## src/rtl/usb_tx_pkg.sv

```systemverilog
// Shared types and constants for the USB transmit serializer: FSM states,
// FIFO entry layout and the {d_plus,d_minus} line encodings.
package usb_tx_pkg;

  typedef enum logic [2:0] {
    ST_IDLE,
    ST_SHIFT,
    ST_STUFF,
    ST_EOP_SE0,
    ST_EOP_J
  } tx_state_t;

  typedef struct packed {
    logic       is_eop;
    logic [7:0] data;
  } tx_entry_t;

  localparam logic [1:0] LINE_J   = 2'b10;
  localparam logic [1:0] LINE_K   = 2'b01;
  localparam logic [1:0] LINE_SE0 = 2'b00;

  localparam int STUFF_LIMIT  = 6;
  localparam int EOP_SE0_BITS = 2;

  // Differential pair for an NRZI level held as "line is J".
  function automatic logic [1:0] nrzi_line(input logic is_j);
    return is_j ? LINE_J : LINE_K;
  endfunction

endpackage

```

## src/rtl/tx_byte_fifo.sv

```systemverilog
// DEPTH x 9 synchronous FIFO with two ordered push ports (byte before EOP),
// full/empty flags and a sticky overflow flag for dropped pushes.
module tx_byte_fifo
  import usb_tx_pkg::*;
#(
  parameter int DEPTH = 4
) (
  input  logic      clk,
  input  logic      rst,
  input  logic      push_a,
  input  tx_entry_t entry_a,
  input  logic      push_b,
  input  tx_entry_t entry_b,
  input  logic      pop,
  output tx_entry_t head,
  output logic      empty,
  output logic      full,
  output logic      overflow
);

  localparam int AW = $clog2(DEPTH);

  tx_entry_t      mem [DEPTH];
  logic [AW-1:0]  wr_ptr, rd_ptr;
  logic [AW:0]    count;
  logic [AW:0]    lvl0, lvl1;
  logic           do_pop, acc_a, acc_b, drop;

  assign empty = (count == '0);
  assign full  = (count == (AW+1)'(DEPTH));
  assign head  = mem[rd_ptr];

  // Each push sees the occupancy left by the pop and by any earlier push.
  always_comb begin
    do_pop = pop & ~empty;
    lvl0   = count - (AW+1)'(do_pop);
    acc_a  = push_a & (lvl0 < (AW+1)'(DEPTH));
    lvl1   = lvl0 + (AW+1)'(acc_a);
    acc_b  = push_b & (lvl1 < (AW+1)'(DEPTH));
    drop   = (push_a & ~acc_a) | (push_b & ~acc_b);
  end

  always_ff @(posedge clk) begin
    if (acc_a) mem[wr_ptr] <= entry_a;
    if (acc_b) mem[wr_ptr + AW'(acc_a)] <= entry_b;
  end

  always_ff @(posedge clk) begin
    if (rst) begin
      wr_ptr   <= '0;
      rd_ptr   <= '0;
      count    <= '0;
      overflow <= 1'b0;
    end else begin
      wr_ptr <= wr_ptr + AW'(acc_a) + AW'(acc_b);
      rd_ptr <= rd_ptr + AW'(do_pop);
      count  <= lvl1 + (AW+1)'(acc_b);
      if (drop) overflow <= 1'b1;
    end
  end

endmodule

```

## src/rtl/usb_tx_serializer.sv

```systemverilog
// USB transmit serializer: queues bytes/EOP markers, shifts bytes LSB-first
// with bit stuffing and NRZI, emits SE0,SE0,J end-of-packet, idles in J.
module usb_tx_serializer
  import usb_tx_pkg::*;
#(
  parameter int DEPTH        = 4,
  parameter int CLKS_PER_BIT = 1
) (
  input  logic       clk,
  input  logic       rst,
  input  logic [7:0] write,
  input  logic       write_enable,
  input  logic       eop_enable,
  output logic       d_plus,
  output logic       d_minus,
  output logic       tx_active,
  output logic       tx_ready,
  output logic       overflow
);

  localparam int DW = (CLKS_PER_BIT > 1) ? $clog2(CLKS_PER_BIT) : 1;

  tx_state_t  state;
  tx_entry_t  head;
  logic [7:0] shreg;
  logic [2:0] bit_idx, ones_cnt, ones_bit, ones_now;
  logic [1:0] se0_cnt;
  logic [DW-1:0] div;
  logic       level_j, eop_prev, eop_push;
  logic       empty, full, launch, tick, adv, load, pop;

  assign eop_push = eop_enable & ~eop_prev;
  assign tx_ready = ~full;

  tx_byte_fifo #(.DEPTH(DEPTH)) u_fifo (
    .clk      (clk),
    .rst      (rst),
    .push_a   (write_enable),
    .entry_a  ('{is_eop: 1'b0, data: write}),
    .push_b   (eop_push),
    .entry_b  ('{is_eop: 1'b1, data: 8'h00}),
    .pop      (pop),
    .head     (head),
    .empty    (empty),
    .full     (full),
    .overflow (overflow)
  );

  // A bit is launched onto the lines on the first clock of its bit time and
  // the FSM advances on the last; with CLKS_PER_BIT=1 both coincide.
  always_comb begin
    launch   = (state != ST_IDLE) && (div == '0);
    tick     = (state != ST_IDLE) && (div == DW'(CLKS_PER_BIT - 1));
    ones_bit = shreg[0] ? ones_cnt + 3'd1 : 3'd0;
    ones_now = launch ? ones_bit : ones_cnt;
    adv      = tick && (((state == ST_SHIFT) && (ones_now != 3'(STUFF_LIMIT))) ||
                        (state == ST_STUFF));
    load     = (state == ST_IDLE) || (adv && (bit_idx == 3'd7)) ||
               (tick && (state == ST_EOP_J));
    pop      = load & ~empty;
  end

  always_ff @(posedge clk) begin
    if (rst) begin
      state     <= ST_IDLE;
      shreg     <= '0;
      bit_idx   <= '0;
      ones_cnt  <= '0;
      se0_cnt   <= '0;
      div       <= '0;
      level_j   <= 1'b1;
      eop_prev  <= 1'b1;
      tx_active <= 1'b0;
      {d_plus, d_minus} <= LINE_J;
    end else begin
      eop_prev  <= eop_enable;
      tx_active <= (state != ST_IDLE);
      div       <= (state == ST_IDLE || tick) ? '0 : div + DW'(1);

      case (state)
        ST_IDLE: begin
          {d_plus, d_minus} <= LINE_J;
          level_j  <= 1'b1;
          ones_cnt <= '0;
        end
        ST_SHIFT: if (launch) begin
          if (!shreg[0]) level_j <= ~level_j;
          {d_plus, d_minus} <= nrzi_line(shreg[0] ? level_j : ~level_j);
          ones_cnt <= ones_bit;
        end
        ST_STUFF: if (launch) begin
          level_j  <= ~level_j;
          {d_plus, d_minus} <= nrzi_line(~level_j);
          ones_cnt <= '0;
        end
        ST_EOP_SE0: if (launch) {d_plus, d_minus} <= LINE_SE0;
        ST_EOP_J: if (launch) begin
          {d_plus, d_minus} <= LINE_J;
          level_j  <= 1'b1;
          ones_cnt <= '0;
        end
        default: ;
      endcase

      if (load) begin
        if (!empty) begin
          if (head.is_eop) begin
            state   <= ST_EOP_SE0;
            se0_cnt <= '0;
          end else begin
            state   <= ST_SHIFT;
            shreg   <= head.data;
            bit_idx <= '0;
          end
        end else begin
          state <= ST_IDLE;
        end
      end else if (tick) begin
        case (state)
          ST_SHIFT: begin
            if (ones_now == 3'(STUFF_LIMIT)) begin
              state <= ST_STUFF;
            end else begin
              shreg   <= shreg >> 1;
              bit_idx <= bit_idx + 3'd1;
            end
          end
          ST_STUFF: begin
            state   <= ST_SHIFT;
            shreg   <= shreg >> 1;
            bit_idx <= bit_idx + 3'd1;
          end
          ST_EOP_SE0: begin
            if (se0_cnt == 2'(EOP_SE0_BITS - 1)) state <= ST_EOP_J;
            else se0_cnt <= se0_cnt + 2'd1;
          end
          default: ;
        endcase
      end
    end
  end

endmodule

```

## config.mk

```make
export PLATFORM = sky130hd
export DESIGN_NAME = usb_tx_serializer
export DESIGN_NICKNAME = d
export VERILOG_FILES = /design/src/rtl/usb_tx_pkg.sv /design/src/rtl/tx_byte_fifo.sv /design/src/rtl/usb_tx_serializer.sv
export SDC_FILE = /design/constraint.sdc
export NUM_CORES = 1
export LEC_CHECK = 0
export CORE_ASPECT_RATIO = 1.1
export CORE_UTILIZATION = 45
export DETAILED_ROUTE_END_ITERATION = 16
export DONT_BUFFER_PORTS = 1
export SYNTH_ARGS = -nofsm -noshare
export SYNTH_HDL_FRONTEND = slang
export SYNTH_HIERARCHICAL = 1
export SYNTH_SLANG_ARGS = --single-unit
```

## constraint.sdc

```tcl
create_clock -name clk -period 12.2 [get_ports clk]
set_input_delay 1.22 -clock clk [delete_from_list [all_inputs] [get_ports clk]]
set_output_delay 1.22 -clock clk [all_outputs]
set_load 0.01 [all_outputs]
```

==> results.txt <==
Crit-path slowest cell -> or4_4
Top FF cell, synth -> edfxtp_1
die area -> 0.00944 sq mm
CTS tree -> yes
Hold Path Class -> flop to flop
clk_lat worst skew -> 350 ps
post-DR vias/cell -> 5.51
H-tree depth -> 3
starting density of the core -> 46.1%
Max VDD drop -> 0.0847 mV
Fin. Hold Viols -> 0
Mapped Avg Cell Area -> 11.6 sq um
TritonCTS Buffers -> 9
GP Congestion -> 0.796
First-pass DRT Iterations -> 4
nets -> 405
Routed Antenna Nets -> 0
first-pass GRT wire length -> 13500 um
IO Count -> 17
sequential fraction of the synthesis area -> 42.8%
Crit. End Element -> flop
Worst path max stage delay -> 650 ps
Root Buffer -> clkbuf_8
Port Buffers -> 0
Post-route DRC -> 0
Chip Width -> 92.7 um
maxcap violations -> 0
Worst setup SP type -> flop
Worst path most repeated cell -> ha_1
Final Skew -> 6.36 ps
synth cell count leaders -> edfxtp_1, dfxtp_1, o21ai_0
main area contributors after synthesis -> edfxtp_1, dfxtp_1, mux2_4
DR vias -> 2759
Cell Area, Synth -> 0.00407 sq mm
clk slew on worst S/H paths -> 80 ps
EDFF count, synth -> 36
CP top delay family -> simple AND/OR/NAND/NOR gates
Worst Tran Pin Value -> 969 ps
most frequent cell after synthesis -> edfxtp_1
Post-Syn Instances -> 351
clk sinks -> 69
status -> finished clean
gr ovfl total -> 0
Slew HR -> 34.9%
Rows -> 36
vias in the first global route -> 2745
fraction of registers with async set/reset -> 0%
clock tree buffer depth -> 2
CP required -> 12170 ps
fmax -> 0.191 GHz
area of the multi-input gates -> 0.00229 sq mm
Yosys reg bits -> 69
PostCTS Resize Cnt -> 0
Layout Cells excl Fill -> 501
wire per inst -> 16.1 um
Pins Over Slew Limit -> 0
Total GRT Usage -> 18.8%
Fill cells -> 838
# diodes -> 0
RSZ-0062 raised after global routing -> false
share of layout cells above drive strength 1 -> 21.7%
WP data arrival -> 5210 ps
cts hold-fix bufs -> 0
Initial DRC Count -> 101
sequential cell area -> 0.00174 sq mm
Power Dens Cells -> 208 mW/mm^2
DIE HEIGHT -> 102 um
Setup-failing EPs final -> 0
LEAKAGE -> 1.72 nW
Unique masters post-synth -> 71
Setup Crit Path Kind -> flop to flop
WL final -> 8050 um
Tcrit/Tclk final -> 43.0%
WP buf/inv -> 1
synth-to-layout area growth -> 8.69%
crit-path max FO -> 19
Ys Warns -> 6
Setup TNS -> 0 ps
critical-path cell list -> nor3_4 > o22a_1 > o211a_4 > nor2_1 > nor2b_1 > ha_1 > ha_1 > xnor2_1 > nand2_1 > inv_1 > ha_1 > ha_1 > xor3_2 > or4_4 > o21ai_1
core area -> 0.00883 sq mm
Final HPWL DP -> 5640 um
initial antenna violation count -> 0
post-synth top area share -> 26.5%
min Tclk post-route -> 5240 ps
DP Cell Count -> 485
largest net degree at the start of global routing -> 33
Yosys top cell by area -> edfxtp_1
Setup Fix Bufs, Post-CTS -> 0
==> worst min-delay path, delay by kind of cell (launching register included) <==
family / cells / cell delay, ps
and+or+nand+nor: 1 / 50
DFF: 1 / 320
muxes: 1 / 60
==> routing by layer <==
layer  GRT usage (%)  wire [um]
met1            21.7       3390
met2            34.2       4330
met3            3.08        183
met4            8.28        152
met5               0          0
==> power by group <==
group | internal, mW | total, mW | switching (mW)
registers | 0.311 | 0.371 | 0.0602
logic | 0.175 | 0.371 | 0.195
clock network | 0.0780 | 0.179 | 0.101
==> state kept, by name, indices dropped and copies added, names as in the netlist <==
| signal | flops |
|---|---|
| u_fifo/mem | 36 |
| shreg | 8 |
| bit_idx | 3 |
| ones_cnt | 3 |
| state | 3 |
| u_fifo/count | 3 |
| se0_cnt | 2 |
| u_fifo/rd_ptr | 2 |
| u_fifo/wr_ptr | 2 |
| d_minus | 1 |
| d_plus | 1 |
| div | 1 |
| eop_prev | 1 |
| level_j | 1 |
| tx_active | 1 |
| u_fifo/overflow | 1 |
==> through the flow <==
stage	cell area, sq um	util, %	worst slack (ps)	hold slack [ps]	power [mW]
6_report	4430	50.1	6960	474	0.920
5_1_grt	4430	50.1	6600	511	0.986
4_1_cts	4430	50.1	6920	480	0.928
3_5_place_dp	4240	48.0	6940	468	0.748
3_3_place_gp	4240	48.0	7060	458	0.743
2_1_floorplan	4220	-	7760	442	0.677
==> cells by family (layout without fill, tap and decap cells) <==
kind of cell             after synthesis  in the layout  synth area share (%)
AND/OR/NAND/NOR                       87             87                  13.2
flip-flops                            69             69                  42.8
adder cells (fa/ha/maj)               11             11                  3.38
AO/OA/AOI/OAI                         88             88                  15.4
buffers and inverters                 36             33                  4.67
XOR/XNOR                               7              7                  2.33
multiplexers                          51             51                  18.1
other                                  2             41                 0.184
==> worst paths after layout <==
kind | slack [ps] | cells after the start | endpoint | start
worst max-delay path | 6960 | 15 | u_fifo/mem[2][8] | state[2]
worst min-delay path | 470 | 2 | bit_idx[1] | bit_idx[1]
worst max register to register | 6960 | 15 | u_fifo/mem[2][8] | state[2]
worst min register to register | 470 | 2 | bit_idx[1] | bit_idx[1]
==> layout by cell type (no fill, tap or decap), types with 3 or more instances in the layout <==
| master | Yosys | routed |
|---|---|---|
| xnor2_1 | 4 | 4 |
| conb_1 | 2 | 41 |
| clkbuf_8 | 0 | 9 |
| o21ai_1 | 6 | 9 |
| nor3b_1 | 3 | 3 |
| mux4_2 | 9 | 9 |
| nand2b_1 | 5 | 5 |
| nor2_1 | 16 | 16 |
| a311oi_1 | 7 | 7 |
| nand3_1 | 12 | 12 |
| o21bai_1 | 3 | 3 |
| inv_6 | 0 | 3 |
| o31ai_1 | 4 | 4 |
| mux2i_1 | 5 | 5 |
| ha_1 | 11 | 11 |
| nand4_1 | 3 | 3 |
| a211oi_1 | 10 | 10 |
| o21ai_0 | 21 | 18 |
| nor2b_1 | 8 | 8 |
| nand2_1 | 13 | 13 |
| nand3b_1 | 3 | 3 |
| dfxtp_1 | 33 | 33 |
| a21oi_1 | 16 | 16 |
| inv_1 | 15 | 15 |
| mux2_2 | 18 | 18 |
| edfxtp_1 | 36 | 36 |
| mux2_4 | 18 | 18 |
==> final cells by class <==
type,count,share of cell area (%)
Tap cell,114,3.22
Inverter,16,1.38
Clock buffer,9,2.80
Timing Repair Buffer,1,0.170
Sequential cell,69,39.3
Clock inverter,7,1.41
Multi-Input combinational cell,285,51.7
Power figures use the tool's default switching activity.
